[src/rtl/seq_divider_control.sv]
// Sequential restoring divider: Run loads the dividend and produces one quotient bit every SHIFT/TRIAL pair.
// Optional SIGNED_DIV_EN macro enables two's-complement operands with a FIX state for the result signs.
module seq_divider_control #(
  parameter int WIDTH = 8
) (
  input  logic             Clk,
  input  logic             Reset,
  input  logic             Run,
  input  logic             ClearA_LoadB,
  input  logic [WIDTH-1:0] S,
  output logic [WIDTH-1:0] Q,
  output logic [WIDTH-1:0] R,
  output logic             Done,
  output logic             DivByZero,
  output logic [2:0]       o_dbg_state
);

  localparam int CW = $clog2(WIDTH) + 1;

  typedef enum logic [2:0] {
    S_IDLE  = 3'd0,
    S_SHIFT = 3'd1,
    S_TRIAL = 3'd2,
    S_FIX   = 3'd3,
    S_HALT  = 3'd4
  } state_t;

  state_t           r_state;
  logic [WIDTH:0]   r_a;
  logic [WIDTH-1:0] r_q;
  logic [WIDTH-1:0] r_b;
  logic [CW-1:0]    r_cnt;
  logic             r_done;
  logic             r_dbz;

  logic [WIDTH-1:0] w_s_op;
  logic [WIDTH-1:0] w_b_op;
  logic [WIDTH:0]   w_diff;

`ifdef SIGNED_DIV_EN
  localparam logic [WIDTH-1:0] ONE = WIDTH'(1);
  logic r_sq;
  logic r_sr;
  // Magnitude of the most-negative value wraps to 2^(WIDTH-1), which is correct read as unsigned.
  assign w_s_op = S[WIDTH-1]   ? (~S + ONE)   : S;
  assign w_b_op = r_b[WIDTH-1] ? (~r_b + ONE) : r_b;
`else
  assign w_s_op = S;
  assign w_b_op = r_b;
`endif

  assign w_diff = r_a - {1'b0, w_b_op};

  assign Q           = r_q;
  assign R           = r_a[WIDTH-1:0];
  assign Done        = r_done;
  assign DivByZero   = r_dbz;
  assign o_dbg_state = r_state;

  always_ff @(posedge Clk) begin
    if (Reset) begin
      r_state <= S_IDLE;
      r_a     <= '0;
      r_q     <= '0;
      r_b     <= '0;
      r_cnt   <= '0;
      r_done  <= 1'b0;
      r_dbz   <= 1'b0;
`ifdef SIGNED_DIV_EN
      r_sq    <= 1'b0;
      r_sr    <= 1'b0;
`endif
    end else begin
      case (r_state)
        S_IDLE: begin
          if (Run) begin
            if (r_b != '0) begin
              r_q     <= w_s_op;
              r_a     <= '0;
              r_cnt   <= '0;
              r_dbz   <= 1'b0;
              r_state <= S_SHIFT;
`ifdef SIGNED_DIV_EN
              r_sq    <= S[WIDTH-1] ^ r_b[WIDTH-1];
              r_sr    <= S[WIDTH-1];
`endif
            end else begin
              r_q     <= '1;
              r_a     <= {1'b0, S};
              r_dbz   <= 1'b1;
              r_done  <= 1'b1;
              r_state <= S_HALT;
            end
          end else if (ClearA_LoadB) begin
            r_b   <= S;
            r_a   <= '0;
            r_dbz <= 1'b0;
          end
        end
        S_SHIFT: begin
          {r_a, r_q} <= {r_a[WIDTH-1:0], r_q, 1'b0};
          r_state    <= S_TRIAL;
        end
        S_TRIAL: begin
          // A borrow out of the top bit means the trial subtraction failed: restore by not writing.
          if (!w_diff[WIDTH]) begin
            r_a    <= w_diff;
            r_q[0] <= 1'b1;
          end
          r_cnt <= r_cnt + CW'(1);
          if (r_cnt == CW'(WIDTH - 1)) begin
`ifdef SIGNED_DIV_EN
            r_state <= S_FIX;
`else
            r_done  <= 1'b1;
            r_state <= S_HALT;
`endif
          end else begin
            r_state <= S_SHIFT;
          end
        end
`ifdef SIGNED_DIV_EN
        S_FIX: begin
          if (r_sq) r_q <= ~r_q + ONE;
          if (r_sr) r_a <= {1'b0, ~r_a[WIDTH-1:0] + ONE};
          r_done  <= 1'b1;
          r_state <= S_HALT;
        end
`endif
        S_HALT: begin
          if (!Run) begin
            r_done  <= 1'b0;
            r_state <= S_IDLE;
          end
        end
        default: begin
          r_done  <= 1'b0;
          r_state <= S_IDLE;
        end
      endcase
    end
  end

endmodule

[config.mk]
export PLATFORM = sky130hd
export DESIGN_NAME = seq_divider_control
export DESIGN_NICKNAME = d
export VERILOG_FILES = /design/src/rtl/seq_divider_control.sv
export SDC_FILE = /design/constraint.sdc
export NUM_CORES = 1
export LEC_CHECK = 0
export ABC_AREA = 1
export ABC_CLOCK_PERIOD_IN_PS = 2050
export BUFFER_PORTS_ARGS = -buffer_cell sky130_fd_sc_hd__buf_2
export CAP_MARGIN = 20
export CORE_AREA = 2 2 97 99
export DETAILED_ROUTE_END_ITERATION = 12
export DIE_AREA = 0 0 99 101
export PLACE_DENSITY_LB_ADDON = 0.15
export SLEW_MARGIN = 30
export SYNTH_ARGS = -nofsm -noshare
export SYNTH_HDL_FRONTEND = slang
export SYNTH_SLANG_ARGS = --single-unit
[constraint.sdc]
create_clock -name Clk -period 2.05 [get_ports Clk]
set_input_delay 0.1025 -clock Clk [delete_from_list [all_inputs] [get_ports Clk]]
set_output_delay 0.1025 -clock Clk [all_outputs]
set_load 0.05 [all_outputs]
==> run summary, run 1 <==
first-pass GRT wire length: 10300 um
Pleak: 0.00124 uW
Syn Inst Count: 311
CTS tree: built
most used flip-flop cell after synthesis: dfxtp_1
Inserted Clock Buffers: 5
largest net degree at the start of global routing: 28
synth unique cells: 39
main area contributors after synthesis: dfxtp_1, nand2_1, inv_1
critical path fanouts, max: 4
placed cell count: 449
crit path kind: register to register
Synth Area in Compound Gates: 16.7%
Initial Util: 24.2%
IO Port Bufs: 32
Yosys top cell by area: dfxtp_1
hold_sp: Reset
multi-input logic area: 1230 sq um
Routed Antenna Nets: 0
full die area: 10000 sq um
Worst R2R Start: r_a[0]
EDFF count, synth: 0
maximum vdd drop: 555 uV
Fin. Hold Viols: 0
Max Cap Viol: 0
depth of the worst register-to-register path: 14
Hold Path Stages: 2
Die H: 101 um
Syn Std Cell Area: 2170 sq um
total power: 4630 uW
DP Area: 2430 sq um
post-synthesis xor/xnor area fraction: 0.403%
# IOs: 33
GRT Residual Overflow: 0
non-filler cells, final: 460
Worst setup EP type: register
Setup WS post-layout: 0.142 ns
nets@finish: 371
slowest CP cell: dfxtp_2
Antenna Diode Count: 0
syn avg cell area: 6.98 sq um
clk sinks: 34
share of cells above drive strength 1: 24.9%
commonest non-fill, non-tap cell in the layout: nand2_1
CP required: 2.24 ns
depth of the CTS H-tree: 2
final WL: 6460 um
final setup violation count: 0
gr usage total: 13.1%
Max Buffers Root-to-Sink: 2
Pre-Repair DR Iteration Count: 4
register area: 683 sq um
CTS Root Cell: clkbuf_8
Post-Synth Adder-Cell Area: 6.69%
Starting DRT DRC Count: 75
total core area: 8980 sq um
hpwl dp: 4860 um
Filler cells: 1012
worst reg2reg setup slack: 0.14 ns
most frequent cells in the layout: nand2_1, inv_1, nor2_1, dfxtp_1, buf_2
post-synthesis sequential area ratio: 31.4%
Clk Latency, worst-skew pair: 0.29 ns
post-synthesis simple-gate area fraction: 31.0%
final max-slew violation count: 0
drt via density: 4.56
largest family of logic cells by synthesized area: simple AND/OR/NAND/NOR gates
clock transition at the registers of the reported paths: 0.08 ns
type of origin of the critical path: register
pre-CTS setup slack: 0.0162 ns
Yosys top cell area share: 31.4%
most frequent CP cell: nand2_2
minimum clock period: 1.91 ns
max_slew headroom: 44.5%
Tightest Pin Transition: 0.832 ns
crit-path max cell delay: 0.33 ns
via count: 2099
FF+latch count, synth: 34
arrival time worst endpoint: 2.09 ns
Synth Warn #: 0
Fmax: 524 MHz
FFs w/ async S/R, synth: 0%
Worst Skew: 0.00804 ns
Hold Crit Class: primary input to register
vias in the first global route: 2026
multiplexer area fraction after synthesis: 0%
Design Area, Final: 2600 sq um
wire length per cell: 14.0 um
status: completed
Die W: 99 um
row cnt: 35
Post-Syn Nets: 334
power per standard cell area: 1780 nW/um^2
period utilization: 93.1%
final core utilization: 29.0%
synthesis-to-layout area growth: 19.9%
DRC Markers: 0
initial antenna violation count: 0
critical path startpoint: r_a[0]
routability cong.: 0.785
Cell Chain, Critical Path: inv_1, ha_2, fa_2, inv_2, nand2_2, nand2_2, nand3_2, nand2_1, nand2_2, nand3_4, buf_4, nand3_1, nor2_1, nor2_1
==> cell usage after synthesis, types with 3 or more instances <==
| library cell | number |
|---|---|
| or2_2 | 3 |
| o21ai_0 | 12 |
| nand3_1 | 17 |
| ha_1 | 10 |
| inv_2 | 3 |
| nor2_4 | 4 |
| o211ai_1 | 3 |
| nand2_2 | 5 |
| buf_4 | 10 |
| nor2_1 | 38 |
| dfxtp_1 | 34 |
| a31oi_1 | 9 |
| inv_1 | 45 |
| o221ai_1 | 7 |
| nand2_1 | 58 |
| nand4_1 | 5 |
| a21oi_1 | 22 |
==> path summary, 6_finish.rpt <==
path	end
setup / recovery	Q[0]
hold / removal	o_dbg_state[2]
setup reg to reg	Q[0]
hold reg to reg	Done
==> layout make-up <==
class	instances	share of cell area (%)
clock buffer	7	2.93
clock inverter	1	1.15
inverter	50	7.31
multi-input combinational	213	47.4
sequential	34	26.2
tap	111	5.34
timing repair buffer	44	9.62
==> cell families after synthesis <==
kind of cell / after synthesis
fa+ha+maj: 11
simple gates: 140
buf+inv: 65
xor+xnor: 1
compound gates: 60
flops: 34
==> sequential cells by signal, summed over array words and instances, names as in the netlist <==
name,flops
DivByZero,1
o_dbg_state,3
Done,1
Q,8
r_cnt,4
r_a,9
r_b,8
==> power breakdown <==
group	internal, uW	switching [uW]	leakage (uW)	total [uW]
logic	936	2030	0.000906	2960
registers	870	177	0.000280	1050
clock network	364	257	0.0000524	621
==> worst max-delay path: cells and delay by family, from the launching register on <==
family	cells	cell delay, ns
adder cells (fa/ha/maj)	2	0.51
buffers and inverters	3	0.25
flip-flops	1	0.33
AND/OR/NAND/NOR	9	0.70
==> per-stage QoR <==
step | hold WS [ns] | setup TNS (ns)
3_5_place_dp | 0.390 | 0
4_1_cts | 0.0807 | 0
3_3_place_gp | 0.393 | 0
6_report | 0.0850 | 0
5_1_grt | 0.102 | -0.0128
2_1_floorplan | 0.250 | 0
==> repair_timing <==
| item | CTS | global route |
|---|---|---|
| gates resized for setup | 0 | 13 |
| hold buffers | 0 | 0 |
| buffers inserted | 0 | 2 |
| setup endpoints to repair | 0 | 9 |
==> per-layer routing <==
| metal | vias to the layer above | share of wire, % | global-route usage [%] |
|---|---|---|---|
| met1 | 969 | 48 | 17.5 |
| met3 | 6 | 3.4 | 2.43 |
| li1 | 1089 | - | - |
| met5 | - | 0 | 0 |
| met2 | 35 | 47 | 21.8 |
| met4 | 0 | 0.84 | 3.48 |
(Power assumes the default switching activity.)
==> inputs of run 2 (changes only) <==
Settings changed: ABC_CLOCK_PERIOD_IN_PS 2050 to 1500.
Clock period 2.05 ns to 1.5 ns, I/O delays scaled along.
==> run summary, run 2 (synthesized netlist as in run 1, its figures left out) <==
full die area: 10000 sq um
nets@finish: 404
hpwl dp: 5100 um
Die W: 99 um
vias in the first global route: 2099
Inserted Clock Buffers: 5
total core area: 8980 sq um
status: complete, but fails checks
Pre-Repair DR Iteration Count: 4
Hold Crit Class: primary input to register
type of origin of the critical path: register
clk sinks: 34
critical path startpoint: r_a[0]
Pleak: 0.00141 uW
worst reg2reg setup slack: -0.35 ns
period utilization: 123%
Fmax: 541 MHz
power per standard cell area: 2360 nW/um^2
multi-input logic area: 1300 sq um
depth of the CTS H-tree: 2
Clk Latency, worst-skew pair: 0.29 ns
placed cell count: 481
maximum vdd drop: 535 uV
arrival time worst endpoint: 2.08 ns
Hold Path Stages: 3
slowest CP cell: dfxtp_2
Starting DRT DRC Count: 124
Worst Skew: 0.00988 ns
CTS Root Cell: clkbuf_8
depth of the worst register-to-register path: 14
pre-CTS setup slack: -0.371 ns
commonest non-fill, non-tap cell in the layout: nand2_1
IO Port Bufs: 32
Worst R2R Start: r_a[0]
final setup violation count: 10
max_slew headroom: 77.4%
max reg flops: 9
Tightest Pin Transition: 0.335 ns
drt via density: 4.50
crit path kind: register to register
gr usage total: 13.7%
RSZ-0062 raised after global routing: true
largest reg by FF count: r_a
CTS Hold Bufs: 0
Worst setup EP type: register
Initial Util: 24.2%
Max Buffers Root-to-Sink: 2
share of cells above drive strength 1: 35.5%
initial antenna violation count: 0
CTS tree: built
clock transition at the registers of the reported paths: 0.08 ns
Fin. Hold Viols: 0
Max Cap Viol: 0
Routed Antenna Nets: 0
CP required: 1.73 ns
crit-path max cell delay: 0.34 ns
non-filler cells, final: 491
critical path fanouts, max: 8
register area: 686 sq um
most frequent CP cell: nand2_2
minimum clock period: 1.85 ns
via count: 2211
Antenna Diode Count: 0
synthesis-to-layout area growth: 34.5%
Setup WS post-layout: -0.349 ns
GRT Residual Overflow: 0
first-pass GRT wire length: 10800 um
routability cong.: 0.755
largest net degree at the start of global routing: 17
Filler cells: 984
Cell Chain, Critical Path: inv_2, ha_4, fa_2, inv_2, nand2_4, nand2_2, nand3_2, nand2_2, nand2_2, nand3_4, nand3_4, nand2_2, nand2_1, nor2_1
row cnt: 35
Die H: 101 um
final WL: 6680 um
DRC Markers: 0
setup_tns: -3.15 ns
final max-slew violation count: 0
failing checks: setup timing
most frequent cells in the layout: nand2_1, buf_4, inv_1, nor2_1, buf_2
# IOs: 33
hold_sp: S[0]
final core utilization: 32.5%
wire length per cell: 13.6 um
==> run 2: layout make-up <==
cell class,count,area share (%)
multi-input cells,213,44.5
flip-flops and latches,34,23.5
repair buffers,77,17.9
inverters,50,6.51
well taps,111,4.76
clock buffers,6,2.83
==> run 2: through the flow <==
stage	hold slack (ns)	cell area, sq um	total power, uW
4_1_cts	0.0644	2830	6720
6_report	0.0663	2920	6890
5_1_grt	0.0852	2920	7520
3_5_place_dp	0.377	2710	5850
2_1_floorplan	0.223	2190	4540
3_3_place_gp	0.371	2710	5840
==> run 2: path summary, 6_finish.rpt <==
kind | end
setup / recovery | r_a[6]
hold / removal | r_b[0]
setup reg to reg | r_a[6]
hold reg to reg | Done
==> run 2: critical path: cells and delay by family, from the launching register on <==
kind | cells | cell delay (ns)
DFF | 1 | 0.34
buffers and inverters | 2 | 0.13
and+or+nand+nor | 10 | 0.83
adders and majority gates | 2 | 0.48
==> run 2: per-layer routing <==
layer / up-vias / part of all wire, % / global-route usage, %
li1: 1154 / - / -
met5: - / 0 / 0
met3: 7 / 4.2 / 2.98
met4: 0 / 1.1 / 3.79
met2: 30 / 46 / 22.2
met1: 1020 / 48 / 18.4
==> run 2: report_power, final <==
group	total, uW	internal, uW	switching (uW)
clock	694	354	339
sequential	1410	1190	215
combinational	4790	1800	2990
total	6890	3350	3540
==> run 2: timing repair <==
action / CTS / global route
setup endpoints to repair: 11 / 31
cloned: 1 / 0
pin swaps: 5 / 10
gates resized for setup: 4 / 19
setup buffers: 2 / 1
